$ cat config.mk
export PLATFORM = sky130hd
export DESIGN_NAME = regfile_write_arbiter
export DESIGN_NICKNAME = d
export VERILOG_FILES = /design/src/rtl/regfile_pkg.sv /design/src/rtl/wb_result_fifo.sv /design/src/rtl/regfile_write_arbiter.sv
export SDC_FILE = /design/constraint.sdc
export NUM_CORES = 1
export LEC_CHECK = 0
export CORE_ASPECT_RATIO = 1.75
export CORE_MARGIN = 2
export CORE_UTILIZATION = 60
export CTS_CLUSTER_SIZE = 28
export DETAILED_ROUTE_END_ITERATION = 6
export MAX_ROUTING_LAYER = met4
export PLACE_DENSITY = 0.88
export SLEW_MARGIN = 20
export SYNTH_ARGS = -nofsm -noshare
export SYNTH_HDL_FRONTEND = slang
export SYNTH_SLANG_ARGS = --single-unit
export TNS_END_PERCENT = 100
$ cat constraint.sdc
create_clock -name clock -period 20.4 [get_ports clock]
set_clock_uncertainty 0.15 [all_clocks]
set_input_delay 6.12 -clock clock [delete_from_list [all_inputs] [get_ports clock]]
set_output_delay 6.12 -clock clock [all_outputs]
set_load 0.01 [all_outputs]
$ cat src/rtl/regfile_pkg.sv
// regfile_pkg
// Shared widths and the buffered-result record used by the register-file
// write arbiter and its long-latency result FIFO.
package regfile_pkg;

    localparam int DATA_WIDTH = 32;
    localparam int ADDR_WIDTH = 5;
    localparam int NUM_REGS   = 1 << ADDR_WIDTH;

    localparam logic [ADDR_WIDTH-1:0] ZERO_REG = '0;

    // One buffered long-latency result. 'killed' marks an entry superseded by
    // a younger pipeline write to the same register; it still occupies its slot
    // until popped but never reaches the register file.
    typedef struct packed {
        logic                  valid;
        logic                  killed;
        logic [ADDR_WIDTH-1:0] dst;
        logic [DATA_WIDTH-1:0] data;
    } wb_entry_t;

endpackage

$ cat src/rtl/wb_result_fifo.sv
// wb_result_fifo
// Circular buffer of long-latency results waiting for the register-file
// write port.
// Ports:
//   clock, reset      rising-edge clock, async active-high reset
//   push/push_*       enqueue one entry (ignored when full)
//   push_killed       entry enters already killed
//   pop               dequeue head (ignored when empty)
//   kill_en/kill_reg  mark every valid entry targeting kill_reg as killed
//   full, empty       from registered occupancy
//   head              entry at the read pointer
//   pending           bit r set while a live (valid, not killed) entry targets r
module wb_result_fifo
    import regfile_pkg::*;
#(
    parameter int DEPTH = 4
) (
    input  logic                  clock,
    input  logic                  reset,
    input  logic                  push,
    input  logic                  push_killed,
    input  logic [ADDR_WIDTH-1:0] push_reg,
    input  logic [DATA_WIDTH-1:0] push_data,
    input  logic                  pop,
    input  logic                  kill_en,
    input  logic [ADDR_WIDTH-1:0] kill_reg,
    output logic                  full,
    output logic                  empty,
    output wb_entry_t             head,
    output logic [NUM_REGS-1:0]   pending
);

    localparam int PW = $clog2(DEPTH);

    wb_entry_t         entries_q [DEPTH];
    logic [PW-1:0]     wr_ptr_q, rd_ptr_q;
    logic [PW:0]       count_q;
    logic              push_ok, pop_ok;

    assign full    = (count_q == (PW+1)'(DEPTH));
    assign empty   = (count_q == '0);
    assign push_ok = push && !full;
    assign pop_ok  = pop && !empty;
    assign head    = entries_q[rd_ptr_q];

    always_ff @(posedge clock or posedge reset) begin
        if (reset) begin
            for (int i = 0; i < DEPTH; i++) entries_q[i] <= '0;
            wr_ptr_q <= '0;
            rd_ptr_q <= '0;
            count_q  <= '0;
        end else begin
            if (kill_en) begin
                for (int i = 0; i < DEPTH; i++) begin
                    if (entries_q[i].valid && entries_q[i].dst == kill_reg)
                        entries_q[i].killed <= 1'b1;
                end
            end
            if (pop_ok) begin
                entries_q[rd_ptr_q].valid <= 1'b0;
                rd_ptr_q <= rd_ptr_q + 1'b1;   // DEPTH is a power of two: natural wrap
            end
            // Push never targets the slot being popped: it only happens when not full.
            if (push_ok) begin
                entries_q[wr_ptr_q] <= '{valid: 1'b1, killed: push_killed,
                                         dst: push_reg, data: push_data};
                wr_ptr_q <= wr_ptr_q + 1'b1;
            end
            count_q <= count_q + {{PW{1'b0}}, push_ok} - {{PW{1'b0}}, pop_ok};
        end
    end

    always_comb begin
        pending = '0;
        for (int i = 0; i < DEPTH; i++) begin
            if (entries_q[i].valid && !entries_q[i].killed)
                pending[entries_q[i].dst] = 1'b1;
        end
    end

endmodule

$ cat src/rtl/regfile_write_arbiter.sv
// regfile_write_arbiter
// Merges the in-order writeback stage and a buffered long-latency result
// stream onto the single register-file write port.
// Ports:
//   clock, reset              rising-edge clock, async active-high reset
//   wb_valid/wb_reg/wb_data   pipeline writeback, always accepted
//   ll_valid/ll_ready/ll_reg/ll_data  long-latency result handshake
//   WE/WrReg/InData           registered register-file write port
//   ll_pending                registers with a live buffered result
//   wb_stall                  registered request for a writeback bubble
module regfile_write_arbiter
    import regfile_pkg::*;
#(
    parameter int FIFO_DEPTH   = 4,
    parameter int STARVE_LIMIT = 8
) (
    input  logic                  clock,
    input  logic                  reset,
    input  logic                  wb_valid,
    input  logic [ADDR_WIDTH-1:0] wb_reg,
    input  logic [DATA_WIDTH-1:0] wb_data,
    input  logic                  ll_valid,
    output logic                  ll_ready,
    input  logic [ADDR_WIDTH-1:0] ll_reg,
    input  logic [DATA_WIDTH-1:0] ll_data,
    output logic                  WE,
    output logic [ADDR_WIDTH-1:0] WrReg,
    output logic [DATA_WIDTH-1:0] InData,
    output logic [NUM_REGS-1:0]   ll_pending,
    output logic                  wb_stall
);

    localparam int SW = $clog2(STARVE_LIMIT + 1);

    logic                  full, empty;
    wb_entry_t             head;
    logic                  wb_sel, push, push_killed, pop;
    logic                  we_d, we_q;
    logic [ADDR_WIDTH-1:0] wrreg_d, wrreg_q;
    logic [DATA_WIDTH-1:0] indata_d, indata_q;
    logic [SW-1:0]         starve_d, starve_q;
    logic                  stall_q;

    // Writes to r0 are dropped; ll results to r0 still complete the handshake.
    assign wb_sel      = wb_valid && (wb_reg != ZERO_REG);
    assign ll_ready    = !full;
    assign push        = ll_valid && !full && (ll_reg != ZERO_REG);
    // An ll result arriving alongside a wb write to the same register is older.
    assign push_killed = wb_sel && (ll_reg == wb_reg);
    assign pop         = !wb_sel && !empty;

    wb_result_fifo #(.DEPTH(FIFO_DEPTH)) u_fifo (
        .clock      (clock),
        .reset      (reset),
        .push       (push),
        .push_killed(push_killed),
        .push_reg   (ll_reg),
        .push_data  (ll_data),
        .pop        (pop),
        .kill_en    (wb_sel),
        .kill_reg   (wb_reg),
        .full       (full),
        .empty      (empty),
        .head       (head),
        .pending    (ll_pending)
    );

    always_comb begin
        we_d     = 1'b0;
        wrreg_d  = wrreg_q;
        indata_d = indata_q;
        if (wb_sel) begin
            we_d     = 1'b1;
            wrreg_d  = wb_reg;
            indata_d = wb_data;
        end else if (pop && !head.killed) begin
            we_d     = 1'b1;
            wrreg_d  = head.dst;
            indata_d = head.data;
        end
    end

    // Saturating count of cycles the buffer waited without draining.
    always_comb begin
        starve_d = starve_q;
        if (empty || pop)
            starve_d = '0;
        else if (starve_q != SW'(STARVE_LIMIT))
            starve_d = starve_q + 1'b1;
    end

    always_ff @(posedge clock or posedge reset) begin
        if (reset) begin
            we_q     <= 1'b0;
            wrreg_q  <= '0;
            indata_q <= '0;
            starve_q <= '0;
            stall_q  <= 1'b0;
        end else begin
            we_q     <= we_d;
            wrreg_q  <= wrreg_d;
            indata_q <= indata_d;
            starve_q <= starve_d;
            stall_q  <= (starve_d >= SW'(STARVE_LIMIT));
        end
    end

    assign WE       = we_q;
    assign WrReg    = wrreg_q;
    assign InData   = indata_q;
    assign wb_stall = stall_q;

endmodule
* Word-level counts from Yosys, hierarchy flattened
Cells that the tools add are included.
** Storage, ports and cells
- Register bits after elaboration :: 206
- Input bits :: 78
- Output and inout port bits :: 72
- Word-level logic and storage cells :: 128
** Operators by class
- Add/subtract/negate cells :: 5
- Order comparisons :: 13
- Eq/ne operators :: 7
- Mux-type cells :: 39
- Bitwise logic cells :: 5
- Reduce and logical (&&, ||, !) cells :: 35
** Operator list (number)
- bitwise mux 156 bit :: 2
- 2-to-1 mux 156 bit :: 2
- 2-to-1 mux 32 bit :: 6
- demux 39 bit (select 2 bit) :: 2
- OR 32 bit :: 3
- binary-select mux 39 bit (select 2 bit) :: 1
- 2-to-1 mux 39 bit :: 2
- 2-to-1 mux 38 bit :: 2
- == test 5 bit :: 5
- less-than comparator 5 x 6 -> 1 bit, second input constant :: 4
- logical AND 1 bit :: 22
- demux 1 bit (select 5 bit) :: 4
- greater-or-equal comparator 5 x 1 -> 1 bit, second input constant :: 4
- 2-to-1 mux 1 bit :: 14
- 2-to-1 mux 5 bit :: 2
- nonzero test 5 bit :: 2
- zero test 1 bit :: 8
- 2-to-1 mux 4 bit :: 2
- greater-or-equal comparator 3 bit, second input constant :: 2
- less-than comparator 3 x 1 -> 1 bit, second input constant :: 2
- NOT 2 -> 3 bit :: 2
- adder 2 x 1 -> 2 bit, second input constant :: 2
- adder 4 x 1 -> 4 bit, second input constant :: 1
- greater-or-equal comparator 4 bit, second input constant :: 1
- 7 further kinds :: 7

* Longest topological paths before layout
- Depth after elaboration :: 11
- Gate-level depth with buffers :: 12
- Gate-level depth less buffers :: 9

* Cells and area by module
From an unflattened synthesis, not the netlist that was laid out.
** Second synthesis, totals
- Cell total of the unflattened synthesis :: 791
- Area, all modules :: 10694.0 sq um
** By module, submodules not included
- wb_result_fifo :: times used 1, cells each 628, area each 8503.2 sq um, seq. area each 4078.9 sq um
- regfile_write_arbiter :: times used 1, cells each 163, area each 2190.9 sq um, seq. area each 1076.0 sq um

* Least setup slack after synthesis
OpenSTA, ideal clock, no wires.
- Kind :: input-to-reg
- Start point :: in wb_reg[2]
- End point :: reg u_fifo.count_q[2]
- Library setup time :: 123 ps
- Data arrival time :: 8061 ps
- Path slack :: 12067 ps
- Stages :: 10
- Path buffers :: 1
- Path through :: buf_4 > or4_4 > o21ai_4 > nand2_1 > o21ai_0 > ha_1 > inv_1 > fa_1 > xnor2_1 > xnor2_1
** On the way
- Word-level cells in the longest chain between the ends :: 6
** Ends and longest elaborated chain
- start, declared :: line regfile_write_arbiter.sv:20 : input logic [ADDR_WIDTH-1:0] wb_reg,
- nonzero test 5 bit :: line regfile_write_arbiter.sv:45 : assign wb_sel = wb_valid && (wb_reg != ZERO_REG);
- logical AND 1 bit :: line regfile_write_arbiter.sv:45
- zero test 1 bit :: line regfile_write_arbiter.sv:50 : assign pop = !wb_sel && !empty;
- logical AND 1 bit :: line regfile_write_arbiter.sv:50
- logical AND 1 bit :: line wb_result_fifo.sv:43 : assign pop_ok = pop && !empty;
- subtractor 3 x 1 -> 3 bit :: line wb_result_fifo.sv:69 : count_q <= count_q + {{PW{1'b0}}, push_ok} - {{PW{1'b0}}, pop_ok};
- end signal, assigned :: line wb_result_fifo.sv:69
- end, declared :: line wb_result_fifo.sv:37 : logic [PW:0] count_q;
No other way between the ends.
A chain may end at the register's enable or synchronous reset.

* Final worst setup path
- Start point :: reg u_fifo.entries_q[155] in the netlist's numbering
- End point :: out ll_pending[26]
** On the way
- Word-level cells in the longest chain between the ends :: 8
** Ends and longest elaborated chain
- start, declared :: line wb_result_fifo.sv:35 : wb_entry_t entries_q [DEPTH];
- start signal, assigned by index :: line wb_result_fifo.sv:65 : entries_q[wr_ptr_q] <= '{valid: 1'b1, killed: push_killed,
- logical AND 1 bit (*) :: line wb_result_fifo.sv:76 : if (entries_q[i].valid && !entries_q[i].killed)
- 2-to-1 mux 32 bit (*) :: line wb_result_fifo.sv:76
- OR 32 bit (no source line)
- 2-to-1 mux 32 bit (*) :: line wb_result_fifo.sv:76
- OR 32 bit (no source line)
- 2-to-1 mux 32 bit (*) :: line wb_result_fifo.sv:76
- OR 32 bit (no source line)
- 2-to-1 mux 32 bit (*) :: line wb_result_fifo.sv:76
- end, declared :: line regfile_write_arbiter.sv:29 : output logic [NUM_REGS-1:0] ll_pending,
Mark *: on every way between the ends. The rest lies on a longest branch, timed or not.

==> flow_metrics.tcl <==
set metrics [dict create \
    outcome "finished, final reports clean" \
    grt_start_max_net_pins 139 \
    insertion_delay_ps 490 \
    path_class "reg -> out" \
    critical_path.max_stage_delay_ps 1010 \
    rows 64 \
    seqCellArea_um2 5130 \
    antenna_left 0 \
    place_area_um2 12100 \
    ys_seq_area_share_pct 48.1 \
    gp_congestion 1.02 \
    holdPathStages 1 \
    fillers 1191 \
    end_kind "primary output" \
    cts_tree "done" \
    synth.largest_area_cell "dfrtp_1" \
    die_area_um2 18900 \
    yosysWarnings 0 \
    start_util_pct 61.1 \
    pwr-share-seq_pct 37.8 \
    max-vdd-ir-drop_v 0.000103 \
    power.switching_uw 784 \
    synthCells 866 \
    sw_frac_of_total_pct 37.0 \
    hold_path.class "reg -> reg" \
    power_frac_comb_pct 44.7 \
    maxSlewViolCount 0 \
    layout-drive-gt1-share_pct 25.1 \
    final_area_um2 12800 \
    hpwlAfterDp_um 18300 \
    ctsHoldBuffers 0 \
    netlist.area_leader.share_pct 48.1 \
    grt_pass1_wl_um 46100 \
    nNetsFinal 1062 \
    reg2reg_depth 4 \
    grt.overflow.total 0 \
    clock-sinks 205 \
    routedWlPerCell_um 23.6 \
    htree_levels 1 \
    r2r-end "u_fifo.entries_q[139]" \
    synthMostInstantiatedCell "dfrtp_1" \
    pwr_density_cell_nw_per_um2 166 \
    synth_commonest_cells "dfrtp_1, mux2_2, nand2_1, nor3_1, mux4_2" \
    drt_iter0_markers 518 \
    min_period_over_period_pct 45.3 \
    syn_nets 956 \
    area_growth_pct 19.8 \
    io_buffers 149 \
    holdWs_ps 340 \
    timing.fmax_ghz 0.108 \
    crit_chain "nor4bb_2, a22oi_1, o211ai_1, clkdlybuf4s50_1" \
    ys.flop_type "dfrtp_1" \
    tightest_slew_ps 1150 \
    synth_edf_count 0 \
    dr.pass1.iters 6 \
    synth_seq_cells 205 \
    crit_arrival_ps 2970 \
    cap_violations 0 \
    utilization_pct 73.2 \
    crit_start "u_fifo.entries_q[155]" \
    finalSetupTns_ps 0 \
    hold_path_startpoint "u_fifo.entries_q[146]" \
    syn_area_per_cell_um2 12.3 \
    grt_pass1_vias 8500 \
    netlist_area_um2 10700 \
    place_ws_ps 10810 \
    core_region_area_um2 17500 \
    antenna_found_initial 2 \
    cts_setup_buffers 0 \
    crit_fanout 8 \
    cts_root_buffer "clkbuf_16" \
    hold_viol_final 0 \
    cts_buffer_depth 3 \
    r2r_slack_ps 17090 \
    die_w_um 105 \
    relSlewSlack_pct 23.4 \
    yosys.cell_types.count 54 \
    wl_um 28700 \
    critPathLaunchType "flop" \
    p_leak_uw 0.00519 \
    slowest_stage "nor4bb_2" \
    grt_usage_pct 31.9 \
    setup_violations 0 \
    setup_ws_ps 11160 \
    rsz0062_at_grt "no" \
    ioPinCount 150 \
    numCtsBuffers 18 \
    r2r-start "u_fifo.count_q[2]" \
    cts_resized 0 \
    path_clk_slew_ps 70 \
    required_ps 14130 \
    vias 7994 \
    multiInputGateArea_um2 5110 \
    viasPerCell 6.57 \
    post-route-min-period_ps 9240 \
    async_flop_share_pct 100 \
    hold_end "u_fifo.entries_q[146]" \
    synth.area.top_cells "dfrtp_1, mux2_2, mux4_2" \
    drc_errors 0 \
    clock_power_share_pct 17.4 \
    die_h_um 180 \
    power.internal_uw 1340 \
]
==> sequential cells by signal, indices dropped and copies added, names as in the netlist <==
| signal | count |
|---|---|
| InData | 32 |
| WE | 1 |
| WrReg | 5 |
| starve_q | 3 |
| u_fifo.count_q | 3 |
| u_fifo.entries_q | 156 |
| u_fifo.rd_ptr_q | 2 |
| u_fifo.wr_ptr_q | 2 |
| wb_stall | 1 |
==> worst max-delay path: cells and delay by family (launching register included) <==
kind                   cells  cell delay, ps
AO/OA/AOI/OAI              2             400
flip-flops                 1             500
buffers and inverters      1             570
AND/OR/NAND/NOR            1            1010
==> power groups by stage <==
stage	Clock [uW]	Combinational [uW]	Sequential [uW]
6_report	370	949	802
5_1_grt	389	1020	823
4_1_cts	372	948	791
3_5_place_dp	0	936	795
3_3_place_gp	0	909	779
2_1_floorplan	0	677	723
==> cells by family after synthesis <==
family,after synthesis,synth area share (%)
buf+inv,83,4.48
fa+ha+maj,12,1.48
xor+xnor,31,2.54
flops,205,48.1
mux,195,24.5
simple gates,224,10.8
compound gates,116,8.13
==> metal layers <==
metal	global-route usage (%)	vias to the layer above	routed length (um)
met1	35.0	4089	9990
met5	-	-	0
li1	-	3420	-
met4	17.8	0	1410
met2	55.0	374	15700
met3	4.59	111	1650
==> how the worst max path moves through the flow <==
stage | to | depth (start not counted)
final | ll_pending[26] | 4
after CTS | ll_pending[0] | 5
after global placement | u_fifo.count_q[2] | 11
after floorplan | InData[0] | 1
after global routing | ll_pending[10] | 4
after detailed placement | u_fifo.count_q[2] | 11
==> cells in the final DEF (no fill, tap or decap), drive strengths merged, types with 20 or more instances in the layout <==
| master | n |
|---|---|
| a22oi | 26 |
| mux2 | 149 |
| clkbuf | 25 |
| a31oi | 33 |
| xor2 | 20 |
| clkdlybuf4s50 | 149 |
| mux4 | 38 |
| nor3 | 43 |
| nor2 | 22 |
| nand2 | 97 |
| dfrtp | 205 |
==> final cells by class <==
type                            count  share of cell area, %
Antenna cell                        2                 0.0392
Clock buffer                       25                   4.37
Clock inverter                      7                  0.715
Inverter                           15                  0.499
Multi-Input combinational cell    578                   40.0
Sequential cell                   205                   40.2
Tap cell                          231                   2.26
Timing Repair Buffer              154                   12.0
==> stage by stage <==
stage	std cells	power (uW)
final	1217	2120
after detailed placement	1183	1730
after CTS	1215	2110
after floorplan	866	1400
after global routing	1217	2230
after global placement	1183	1690
Power figures use the tool's default switching activity.
